## config.mk

```make
export PLATFORM = sky130hd
export DESIGN_NAME = req_encoder4_2_flat
export DESIGN_NICKNAME = d
export VERILOG_FILES = /design/src/rtl/req_encoder4_2_if.sv /design/src/rtl/req_encoder4_2.sv /design/src/flat_wrapper.sv
export SDC_FILE = /design/constraint.sdc
export NUM_CORES = 1
export LEC_CHECK = 0
export BUFFER_PORTS_ARGS = -buffer_cell sky130_fd_sc_hd__clkbuf_2
export CAP_MARGIN = 20
export CORE_ASPECT_RATIO = 0.6
export CORE_MARGIN = 3
export CORE_UTILIZATION = 35
export DETAILED_ROUTE_END_ITERATION = 8
export SLEW_MARGIN = 15
export SYNTH_ARGS = -nofsm -noshare
export SYNTH_HDL_FRONTEND = slang
export SYNTH_SLANG_ARGS = --single-unit
```

## constraint.sdc

```tcl
create_clock -name clk -period 7.3 [get_ports clk]
set_input_delay 0.73 -clock clk [delete_from_list [all_inputs] [get_ports clk]]
set_output_delay 0.73 -clock clk [all_outputs]
set_load 0.005 [all_outputs]
```

## src/rtl/req_encoder4_2_if.sv

```systemverilog
// Request/grant bundle between event sources, the round-robin encoder and its one-hot consumer.
// The encoder takes the master view; sources and the consumer take the slave view.
interface req_encoder4_2_if;
    logic [3:0] req;
    logic       ready_in;
    logic       valid_out;
    logic [1:0] sel_out;
    logic       en_out;
    logic [3:0] pending_out;
    logic [7:0] drop_cnt;

    modport master (
        input  req,
        input  ready_in,
        output valid_out,
        output sel_out,
        output en_out,
        output pending_out,
        output drop_cnt
    );

    modport slave (
        output req,
        output ready_in,
        input  valid_out,
        input  sel_out,
        input  en_out,
        input  pending_out,
        input  drop_cnt
    );
endinterface

```

## src/rtl/req_encoder4_2.sv

```systemverilog
// Registered round-robin 4-to-2 request encoder: sticky pending flags, rotating-priority grant,
// 2-bit code held in a valid/ready output register that feeds a 2-to-4 decoder directly.
module req_encoder4_2 (
    input  logic               clk,
    input  logic               reset,
    req_encoder4_2_if.master   bus
);

    // Code c selects line 3-c, which is simply the bitwise inverse of the code.
    function automatic logic [1:0] code_to_line(input logic [1:0] code);
        return ~code;
    endfunction

    logic [3:0] pending_q, pending_d;
    logic       valid_q,   valid_d;
    logic [1:0] sel_q,     sel_d;
    logic [1:0] ptr_q,     ptr_d;
    logic [7:0] drop_q,    drop_d;

    logic       load;
    logic       found;
    logic [1:0] pick;
    logic [1:0] cand;
    logic [3:0] grant;
    logic [3:0] dropped;
    logic [2:0] drop_inc;
    logic [8:0] drop_sum;

    assign load = ~valid_q | bus.ready_in;

    // Rotating search starting at ptr; selection only ever looks at registered pending flags.
    always_comb begin
        // NOTE: every variable gets a default before any branch so no latch can be inferred.
        found = 1'b0;
        pick  = ptr_q;
        cand  = ptr_q;
        for (int k = 0; k < 4; k++) begin
            cand = ptr_q + 2'(k);
            if (!found && pending_q[code_to_line(cand)]) begin
                found = 1'b1;
                pick  = cand;
            end
        end
    end

    always_comb begin
        grant = 4'b0000;
        if (load && found) begin
            grant = 4'b0001 << code_to_line(pick);
        end

        // A request landing on an already-pending, ungranted line is lost and counted.
        dropped   = bus.req & pending_q & ~grant;
        drop_inc  = 3'(dropped[0]) + 3'(dropped[1]) + 3'(dropped[2]) + 3'(dropped[3]);
        drop_sum  = {1'b0, drop_q} + 9'(drop_inc);
        drop_d    = drop_sum[8] ? 8'hFF : drop_sum[7:0];

        pending_d = (pending_q & ~grant) | bus.req;

        valid_d = valid_q;
        sel_d   = sel_q;
        ptr_d   = ptr_q;
        if (load) begin
            // An empty load retires the code but leaves sel and ptr where they were.
            valid_d = found;
            if (found) begin
                sel_d = pick;
                ptr_d = pick + 2'd1;
            end
        end
    end

    // NOTE: sequential state uses non-blocking assignments so all flops update from pre-edge values.
    always_ff @(posedge clk) begin
        if (reset) begin
            pending_q <= 4'b0000;
            valid_q   <= 1'b0;
            sel_q     <= 2'b00;
            ptr_q     <= 2'b00;
            drop_q    <= 8'd0;
        end else begin
            pending_q <= pending_d;
            valid_q   <= valid_d;
            sel_q     <= sel_d;
            ptr_q     <= ptr_d;
            drop_q    <= drop_d;
        end
    end

    assign bus.valid_out   = valid_q;
    assign bus.en_out      = valid_q;
    assign bus.sel_out     = sel_q;
    assign bus.pending_out = pending_q;
    assign bus.drop_cnt    = drop_q;

endmodule

```

## src/flat_wrapper.sv

```systemverilog
// flat-port wrapper written by rule: the top's interface ports become plain ports
module req_encoder4_2_flat 
  (clk, reset, bus_req, bus_ready_in, bus_valid_out, bus_sel_out, bus_en_out, bus_pending_out, bus_drop_cnt);
  req_encoder4_2_if bus_i ();
  input  logic clk;
  input  logic reset;
  input wire logic [$bits(bus_i.req)-1:0] bus_req;
  input wire logic [$bits(bus_i.ready_in)-1:0] bus_ready_in;
  output wire logic [$bits(bus_i.valid_out)-1:0] bus_valid_out;
  output wire logic [$bits(bus_i.sel_out)-1:0] bus_sel_out;
  output wire logic [$bits(bus_i.en_out)-1:0] bus_en_out;
  output wire logic [$bits(bus_i.pending_out)-1:0] bus_pending_out;
  output wire logic [$bits(bus_i.drop_cnt)-1:0] bus_drop_cnt;
  assign bus_i.req = bus_req;
  assign bus_i.ready_in = bus_ready_in;
  assign bus_valid_out = bus_i.valid_out;
  assign bus_sel_out = bus_i.sel_out;
  assign bus_en_out = bus_i.en_out;
  assign bus_pending_out = bus_i.pending_out;
  assign bus_drop_cnt = bus_i.drop_cnt;
  req_encoder4_2 u_core (.clk(clk), .reset(reset), .bus(bus_i));
endmodule
```

==> results of run 1 <==
power groups by stage:
stage / Clock [mW] / Sequential (mW) / Combinational (mW)
2_1_floorplan: 0 / 0.117 / 0.0484
5_1_grt: 0.0765 / 0.118 / 0.0818
6_report: 0.0715 / 0.116 / 0.0703
4_1_cts: 0.0736 / 0.116 / 0.0713
3_5_place_dp: 0 / 0.118 / 0.0703
3_3_place_gp: 0 / 0.118 / 0.0688
cell usage after synthesis, drive strengths merged, types with 2 or more instances:
| master | n | share of area |
|---|---|---|
| dfxtp | 17 | 0.35 |
| nor2 | 15 | 0.057 |
| a21oi | 12 | 0.069 |
| inv | 10 | 0.038 |
| ha | 9 | 0.11 |
| and2 | 4 | 0.026 |
| nand3 | 4 | 0.026 |
| nor2b | 4 | 0.026 |
| a211oi | 3 | 0.028 |
| a21boi | 3 | 0.023 |
| nor3 | 3 | 0.020 |
| o21ai | 3 | 0.015 |
| a31oi | 2 | 0.013 |
| buf | 2 | 0.011 |
| fa | 2 | 0.041 |
| nand2b | 2 | 0.013 |
| xnor2 | 2 | 0.018 |
logic make-up (layout without fill, tap and decap cells):
| kind of cell | count (synthesis) | after routing |
|---|---|---|
| mux | 1 | 1 |
| buf+inv | 13 | 36 |
| flops | 17 | 17 |
| xor+xnor | 3 | 3 |
| compound gates | 29 | 29 |
| simple gates | 36 | 36 |
| fa+ha+maj | 11 | 11 |
layer usage:
layer | wire, um | global-route usage
met3 | 139 | 0.0491
met1 | 1070 | 0.177
met2 | 953 | 0.215
met5 | 0 | 0
met4 | 12 | 0.0355
placed cells by master, fill, tap and decap left out, types with 2 or more instances in the layout:
| cell type | synthesis | routed |
|---|---|---|
| a21oi_2 | 2 | 2 |
| clkbuf_8 | 0 | 3 |
| o21ai_1 | 2 | 2 |
| ha_1 | 9 | 9 |
| a31oi_1 | 2 | 2 |
| nand3_1 | 3 | 3 |
| a21boi_0 | 3 | 3 |
| nor3_1 | 2 | 2 |
| nor2b_1 | 4 | 4 |
| and2_1 | 4 | 4 |
| dfxtp_1 | 17 | 17 |
| nor2_1 | 15 | 15 |
| fa_1 | 2 | 2 |
| clkbuf_2 | 0 | 22 |
| a21oi_1 | 10 | 10 |
| nand2b_1 | 2 | 2 |
| xnor2_1 | 2 | 2 |
| inv_1 | 9 | 9 |
| a211oi_1 | 2 | 2 |
sequential cells by signal (all words and copies together) (netlist names):
signal                  cells
u_core.ptr_q                2
u_core.bus.sel_out          2
u_core.bus.pending_out      4
u_core.bus.en_out           1
u_core.bus.drop_cnt         8
worst max path at each step:
stage	from	endpoint	depth (start not counted)
floorplan	u_core.bus.pending_out[1]	u_core.bus.drop_cnt[6]	16
global placement	u_core.bus.pending_out[3]	u_core.bus.drop_cnt[1]	16
detailed placement	u_core.bus.pending_out[3]	u_core.bus.drop_cnt[0]	16
CTS	u_core.bus.pending_out[3]	u_core.bus.drop_cnt[0]	16
global route	u_core.bus.pending_out[3]	u_core.bus.drop_cnt[1]	16
finish	u_core.bus.pending_out[3]	u_core.bus.drop_cnt[0]	16
through the flow:
stage	std cells	setup slack (ns)	area (um^2)
floorplan	110	3.74	980
global placement	161	3.43	1110
detailed placement	161	3.34	1110
CTS	165	3.28	1160
global route	165	2.97	1160
finish	165	3.31	1160
critical path: stages, from the launching register on:
cell,delay [ns]
dfxtp_1,0.45
nor2b_1,0.20
nor2_1,0.06
a21oi_1,0.29
inv_1,0.12
ha_1,0.20
a21boi_0,0.21
and2_1,0.18
ha_1,0.26
fa_1,0.40
ha_1,0.30
inv_1,0.06
fa_1,0.43
nor2b_1,0.18
o2111a_1,0.27
nand3_2,0.16
a21oi_1,0.17
final cells by class:
cell class | count | area [um^2]
Clock inverter | 1 | 5.00
Clock buffer | 3 | 41.3
Multi-Input combinational cell | 80 | 587
Tap cell | 32 | 40.0
Sequential cell | 17 | 340
Timing Repair Buffer | 22 | 110
Inverter | 10 | 37.5
Fill cell | 265 | 1430
==> metrics.md, run 1 <==
| Metric | Value |
|---|---|
| Synth Area in Compound Gates | 0.206 |
| Post-synthesis xor/xnor area fraction | 0.0268 |
| Number of diodes | 0 |
| Post-CTS setup buffers | 0 |
| Util after Layout | 0.448 |
| Starting density of the core | 0.378 |
| Pin count of the biggest net entering global routing | 18 |
| Fin nets | 152 |
| H-tree levels | 1 |
| Hold Path Stages | 2 |
| WP data required | 7.48 ns |
| DRT antenna net count | 0 |
| Total power | 258 uW |
| CTS buffer count | 3 |
| CTS tree | yes |
| Skew final | 0.00171 ns |
| Setup TNS | 0 ns |
| Yosys reg bits | 17 |
| Outcome | finished, final reports clean |
| P&R area growth vs syn | 18.5% |
| Global-route wire length before repair | 3.48 mm |
| WHS Endpoint | u_core.bus.sel_out[0] |
| Seq pwr share | 0.451 |
| CTS Buffer Depth | 2 |
| DP HPWL | 1.66 mm |
| Clock share of power | 0.277 |
| Max VDD drop | 0.0950 mV |
| Pwr/cell area | 222 nW/um^2 |
| Type of origin of the critical path | register |
| Lkg Pwr | 0.530 nW |
| Gate Count Post-Synth | 110 |
| DR pass1 iterations | 4 |
| Mux contribution to synthesized area | 0.0102 |
| Worst slew margin | 0.735 |
| Final setup fails | 0 |
| Hold buffers post-CTS | 0 |
| Share of cells above drive strength 1 | 0.256 |
| CP Max Fanout | 7 |
| Worst flop-to-flop path endpoint | u_core.bus.drop_cnt[0] |
| CTS resizes | 0 |
| Post-layout minimum cycle time | 3.99 ns |
| Die Ht | 47.0 um |
| R2R setup slack | 3.31 ns |
| Maximum achievable frequency | 0.251 GHz |
| Die area | 3490 um^2 |
| Unrepaired setup endpoints after global routing | false |
| Worst min path class | register to register |
| Gr usage total | 0.135 |
| Setup CP Type | register to register |
| Final Hold Fails | 0 |
| Final period util | 0.547 |
| NetSw | 84.3 uW |
| Vias in the first global route | 785 |
| Row cnt | 14 |
| Critical path endpoint category | register |
| Cell variety after synth | 37 |
| Net Sw Frac | 0.327 |
| CTS Root Cell | clkbuf_8 |
| Total global routing overflow | 0 |
| Port Buffers | 22 |
| Worst-Skew Late Latency | 0.25 ns |
| Fin Hold WS | 0.492 ns |
| Worst-Margin Slew | 0.397 ns |
| Via density | 5.07 |
| Routed WL per cell | 13.2 um |
| Seq/Total Area, Yosys | 0.347 |
| Core area | 2590 um^2 |
| DRC errors left | 0 |
| Comb pwr share | 0.272 |
| I/O pin count | 23 |
| Syn_nets | 128 |
| Clock transition at path regs | 0.07 ns |
| Starting DRC count in detailed routing | 49 |
| Post-Synth Simple-Gate Area | 0.201 |
| Clock Sinks | 17 |
| Hold Startpoint | u_core.bus.sel_out[0] |
| CP Data Arrival Time | 4.17 ns |
| Max Cap Viol | 0 |
| Die extent in x | 74.3 um |
| P_int | 174 uW |
| Synthesized area | 980 um^2 |
| Worst r2r src | u_core.bus.pending_out[3] |
| Largest family of logic cells by synthesized area | compound AO/OA/AOI/OAI gates |
| Post-Syn Area per Cell | 8.91 um^2 |
| Antenna violations before repair | 0 |
| Routed Wire Length | 2.18 mm |
| YS warnings | 0 |
| Vias post-DR | 837 |
| Final Wtd Congestion | 0.784 |
| Final Max Slew Viols | 0 |
| Ys flop type | dfxtp_1 |
| Number of flops mapped to enable cells by yosys | 0 |
| Reg2Reg Depth | 16 |
| Post-synthesis async set-or-reset flop share | 0 |
| Synth Area in Adders | 0.156 |
(Power assumes the default switching activity.)
==> inputs of run 2 (changes only) <==
clock period = 3.7 ns   (was 7.3 ns; I/O delays follow)
==> run 2 against run 1 <==
  * Clock skew about the same
  * Wire length is 14% higher
  * Cell area is 15% higher
  * Worst setup slack worse by 3.2 ns
  * Clock power is 97% higher
  * Flip-flop and latch count unchanged
  * Final cell count up 6.7%
  * Die area unchanged
  * Maximum frequency up 12%
  * Global-route usage is 1.1 points higher
  * Non-clock buffer count increased by 11
  * Sequential share of layout area decreased by 3.0 points
  * Largest cell class unchanged
==> metrics.md, run 2 (synthesis gave the netlist of run 1 again) <==
| Metric | Value |
|---|---|
| Die extent in x | 74.3 um (unchanged) |
| Die area | 3490 um^2 (unchanged) |
| DR pass1 iterations | 4 (unchanged) |
| Worst slew margin | 0.684 (-0.0518) |
| DRC errors left | 0 (unchanged) |
| Worst-Margin Slew | 0.474 ns (+0.0777 ns) |
| CTS Root Cell | clkbuf_8 |
| Final Max Slew Viols | 0 (unchanged) |
| Total global routing overflow | 0 (unchanged) |
| Fillcell total | 259 (-2.3%) |
| Post-route non-filler standard cell count | 176 (+6.7%) |
| Setup CP Type | register to register |
| CP peak stage delay | 0.53 ns (+0.08 ns) |
| Final setup fails | 0 (unchanged) |
| Final Hold Fails | 0 (unchanged) |
| Largest register FFs | 8 (unchanged) |
| Worst flop-to-flop path endpoint | u_core.bus.drop_cnt[5] |
| Via density | 4.94 (-2.7%) |
| Total power | 572 uW (+120%) |
| Hold Startpoint | bus_req[2] |
| Die Ht | 47.0 um (unchanged) |
| Starting DRC count in detailed routing | 35 (-29%) |
| I/O pin count | 23 (unchanged) |
| Hold Path Stages | 3 (+1) |
| Reg2Reg Depth | 16 (unchanged) |
| Final period util | 0.961 (+0.414) |
| Starting density of the core | 0.378 (unchanged) |
| CP Cell Sequence | nor2b_1 > o21a_1 > a21oi_2 > inv_2 > ha_1 > a21boi_1 > and2_4 > ha_4 > fa_2 > ha_2 > inv_1 > fa_2 > nor2b_2 > o2111a_2 > nand3_4 > a21oi_2 |
| Skew final | 0.00143 ns (-0.000279 ns) |
| Post-layout minimum cycle time | 3.56 ns (-0.434 ns) |
| Routed WL per cell | 14.1 um (+6.6%) |
| WHS Endpoint | u_core.bus.pending_out[2] |
| Multi-input logic area | 668 um^2 (+14%) |
| Pin count of the biggest net entering global routing | 18 (unchanged) |
| P&R area growth vs syn | 36.4% |
| Type of origin of the critical path | register |
| Fin nets | 163 (+7.2%) |
| Vias in the first global route | 815 (+3.8%) |
| Antenna violations before repair | 0 (unchanged) |
| Commonest non-fill, non-tap cell in the layout | clkbuf_2 |
| R2R setup slack | 0.14 ns (-3.17 ns) |
| Clock transition at path regs | 0.07 ns (about the same) |
| WP data required | 3.88 ns (-3.60 ns) |
| Port Buffers | 22 (unchanged) |
| Row cnt | 14 (unchanged) |
| Outcome | finished, final reports clean |
| Pwr/cell area | 428 nW/um^2 (+93%) |
| Cell Count Post-Placement | 169 (+5.0%) |
| Vias post-DR | 869 (+3.8%) |
| Routed Wire Length | 2.47 mm (+14%) |
| Core area | 2590 um^2 (unchanged) |
| CP Data Arrival Time | 3.74 ns (-0.43 ns) |
| Worst-Skew Late Latency | 0.25 ns (about the same) |
| Critical path endpoint category | register |
| Final Wtd Congestion | 0.810 (+3.3%) |
| Lkg Pwr | 0.574 nW (+8.4%) |
| CP Max Fanout | 6 (-1) |
| Max VDD drop | 0.212 mV (+120%) |
| Max Cap Viol | 0 (unchanged) |
| Global-route wire length before repair | 3.73 mm (+7.2%) |
| Clock Sinks | 17 (unchanged) |
| H-tree levels | 1 (unchanged) |
| DP HPWL | 1.79 mm (+8.0%) |
| CTS buffer count | 3 (unchanged) |
| Number of diodes | 0 (unchanged) |
| Reg area | 352 um^2 (+3.3%) |
| Share of cells above drive strength 1 | 0.479 (+0.224) |
| Util after Layout | 0.515 (+0.0676) |
| CTS Buffer Depth | 2 (unchanged) |
| Worst path slowest cell | fa_2 |
| CTS tree | yes |
| Maximum achievable frequency | 0.281 GHz (+12%) |
| Most frequent cells in the layout | clkbuf_2, nor2_1, dfxtp_1 |
| Gr usage total | 0.146 (+0.0110) |
| Worst r2r src | u_core.bus.pending_out[1] |
| DRT antenna net count | 0 (unchanged) |
| Worst min path class | input pin to register |
## run 2: power breakdown
group,leakage [nW],switching (mW),internal [mW]
logic,0.407,0.0990,0.102
clock network,0.0255,0.0664,0.0748
registers,0.142,0.0233,0.207
total,0.574,0.189,0.383
## run 2: per-layer routing
| metal | wire [um] | vias up | global-route usage |
|---|---|---|---|
| li1 | - | 452 | - |
| met1 | 1250 | 397 | 0.192 |
| met2 | 1120 | 20 | 0.236 |
| met3 | 109 | 0 | 0.0491 |
| met4 | 0 | 0 | 0.0355 |
| met5 | 0 | - | 0 |
## run 2: layout make-up
type,instances,share of cell area
clock buffer,3,0.0309
clock inverter,1,0.00375
inverter,10,0.0281
multi-input combinational,80,0.500
sequential,17,0.263
tap,32,0.0300
timing repair buffer,33,0.144
## run 2: how the worst max path moves through the flow
stage                                    startpoint                     end  slack (ns)  cells past startpoint
after floorplan           u_core.bus.pending_out[1]  u_core.bus.drop_cnt[6]        0.14                     16
after global placement    u_core.bus.pending_out[3]  u_core.bus.drop_cnt[1]       -0.07                     16
after detailed placement  u_core.bus.pending_out[3]  u_core.bus.drop_cnt[1]       -0.17                     16
after CTS                 u_core.bus.pending_out[2]  u_core.bus.drop_cnt[1]       0.004                     16
after global routing      u_core.bus.pending_out[1]  u_core.bus.drop_cnt[5]       -0.02                     16
final                     u_core.bus.pending_out[1]  u_core.bus.drop_cnt[5]        0.14                     16
## run 2: through the flow
step	hold WS, ns	instance area (um^2)	setup TNS [ns]	setup WS [ns]
after floorplan	0.480	980	0	0.138
after global routing	0.381	1340	-0.0236	-0.0225
after CTS	0.347	1250	0	0.00358
final	0.359	1340	0	0.144
after global placement	0.472	1170	-0.327	-0.0734
after detailed placement	0.492	1170	-0.965	-0.169
## run 2: what timing repair did
item / CTS / global route
cloned: 0 / 0
setup buffers: 1 / 2
hold buffers: 0 / 0
resized for setup: 9 / 20
endpoints found under the setup margin: 7 / 8
hold endpoints to repair: 0 / 0
pin swaps: 2 / 6
## run 2: critical path: cells and delay by family, from the launching register on
family / cells / cell delay (ns)
flops: 1 / 0.36
simple gates: 4 / 0.62
compound gates: 5 / 0.94
fa+ha+maj: 5 / 1.44
buf+inv: 2 / 0.12
==> inputs of run 3 (changes only) <==
BUFFER_PORTS_ARGS = -buffer_cell sky130_fd_sc_hd__buf_2   (was -buffer_cell sky130_fd_sc_hd__clkbuf_2)
==> run 3 against run 2 <==
  * Hold slack worse by 0.028 ns
  * Register-to-register slack about the same
  * Combinational power fell by 6%
  * Clock skew down 0.00062 ns
  * Critical path type unchanged
==> metrics.md, run 3 (synthesis gave the netlist of run 1 again) <==
| Metric | Value |
|---|---|
| P&R area growth vs syn | 34.0% |
| Die area | 3490 um^2 (unchanged) |
| CP Max Fanout | 7 (+1) |
| Core area | 2590 um^2 (unchanged) |
| I/O pin count | 23 (unchanged) |
| Antenna violations before repair | 0 (unchanged) |
| Post-layout minimum cycle time | 3.56 ns (+0.00723 ns) |
| Type of origin of the critical path | register |
| Routed Wire Length | 2.34 mm (-5.3%) |
| Clock Sinks | 17 (unchanged) |
| Vias post-DR | 875 (+0.69%) |
| Hold buffers post-CTS | 0 (unchanged) |
| Gr usage total | 0.144 (-0.00230) |
| Commonest non-fill, non-tap cell in the layout | buf_2 |
| CTS Root Cell | clkbuf_8 |
| Vias in the first global route | 782 (-4.0%) |
| CTS tree | yes |
| Total power | 565 uW (-1.3%) |
| Global-route wire length before repair | 3.59 mm (-3.5%) |
| CTS buffer count | 3 (unchanged) |
| WP data required | 3.89 ns (about the same) |
| Routed WL per cell | 13.4 um (-4.8%) |
| Final period util | 0.963 (+0.00195) |
| Skew final | 0.000808 ns (-0.000624 ns) |
| Pwr/cell area | 430 nW/um^2 (+0.49%) |
| Outcome | finished, final reports clean |
| DRT antenna net count | 0 (unchanged) |
| Critical path endpoint category | register |
| Worst min path class | input pin to register |
| Pin count of the biggest net entering global routing | 18 (unchanged) |
| Final Wtd Congestion | 0.757 (-6.5%) |
| Clock transition at path regs | 0.07 ns (about the same) |
| CP Data Arrival Time | 3.76 ns (+0.02 ns) |
| DRC errors left | 0 (unchanged) |
| CTS Buffer Depth | 2 (unchanged) |
| Setup slack after layout | 0.137 ns (-0.00723 ns) |
| Setup CP Type | register to register |
| Total global routing overflow | 0 (unchanged) |
| Starting density of the core | 0.378 (unchanged) |
| Starting DRC count in detailed routing | 55 (+57%) |
| Max Cap Viol | 0 (unchanged) |
| Final Hold Fails | 0 (unchanged) |
| Maximum achievable frequency | 0.281 GHz (-0.20%) |
| Share of cells above drive strength 1 | 0.441 (-0.0386) |
| Number of diodes | 0 (unchanged) |
| Port Buffers | 22 (unchanged) |
| Place WS | -0.156 ns (+0.0131 ns) |
| Via density | 5.00 (+1.3%) |
| Max VDD drop | 0.203 mV (-4.3%) |
| Final Max Slew Viols | 0 (unchanged) |
| Final setup fails | 0 (unchanged) |
| Worst slew margin | 0.746 (+0.0626) |
| H-tree levels | 1 (unchanged) |
| Worst-Margin Slew | 0.380 ns (-0.0940 ns) |
| Die Ht | 47.0 um (unchanged) |
| Worst-Skew Late Latency | 0.26 ns (about the same) |
| Most frequent cells in the layout | buf_2, nor2_1, dfxtp_1 |
| Fin nets | 162 (-0.61%) |
| Largest register FFs | 8 (unchanged) |
| DP HPWL | 1.73 mm (-3.4%) |
| Die extent in x | 74.3 um (unchanged) |
| Row cnt | 14 (unchanged) |
| Lkg Pwr | 0.583 nW (+1.7%) |
| DR pass1 iterations | 4 (unchanged) |
-- run 3: final cells by class --
type / count / area [um^2]
inverter: 10 / 37.5
clock inverter: 1 / 5.00
multi-input combinational: 80 / 651
sequential: 17 / 353
tap: 32 / 40.0
fill: 252 / 1280
clock buffer: 3 / 41.3
timing repair buffer: 32 / 185
-- run 3: final timing paths --
kind	startpoint	endpoint	slack, ns	cells past startpoint
min	bus_req[1]	u_core.bus.pending_out[1]	0.33	3
max	u_core.bus.pending_out[3]	u_core.bus.drop_cnt[0]	0.14	16
min reg2reg	u_core.bus.sel_out[0]	u_core.bus.sel_out[0]	0.48	2
max reg2reg	u_core.bus.pending_out[3]	u_core.bus.drop_cnt[0]	0.14	16
-- run 3: timing repair --
| action | 4_1_cts | 5_1_grt |
|---|---|---|
| gates resized for setup | 11 | 14 |
| endpoints found under the setup margin | 7 | 8 |
| pin swaps | 2 | 3 |
| setup buffers | 0 | 2 |
-- run 3: metrics by stage --
stage	instance area (um^2)	utilization	hold slack (ns)	instances	setup TNS (ns)
CTS	1250	0.481	0.330	173	0
global placement	1170	0.453	0.469	169	-0.342
finish	1310	0.506	0.331	175	0
detailed placement	1170	0.453	0.477	169	-0.856
floorplan	980	-	0.480	110	0
global route	1310	0.506	0.349	175	-0.0651
-- run 3: critical path: stages, from the launching register on --
cell and delay [ns]:
dfxtp_4 0.38, nor2_1 0.05, a211o_1 0.32, o211ai_2 0.10
inv_2 0.06, ha_1 0.21, a21boi_2 0.15, and2_1 0.15
ha_1 0.26, fa_2 0.55, ha_1 0.17, inv_1 0.06
fa_2 0.35, nor2b_2 0.13, o2111a_2 0.26, nand3_4 0.12
a21oi_1 0.17
-- run 3: power breakdown --
part           internal, mW  switching [mW]  total, mW
clock network        0.0750          0.0698      0.145
logic                0.0961          0.0927      0.189
registers             0.207          0.0238      0.231
total                 0.378           0.186      0.565
-- run 3: metal layers --
layer  vias to the layer above  track usage  routed length, um
met5                         -            0                  0
met4                         0       0.0638                 51
met3                         7       0.0556                137
met2                        19        0.213                986
met1                       406        0.188               1170
li1                        443            -                  -
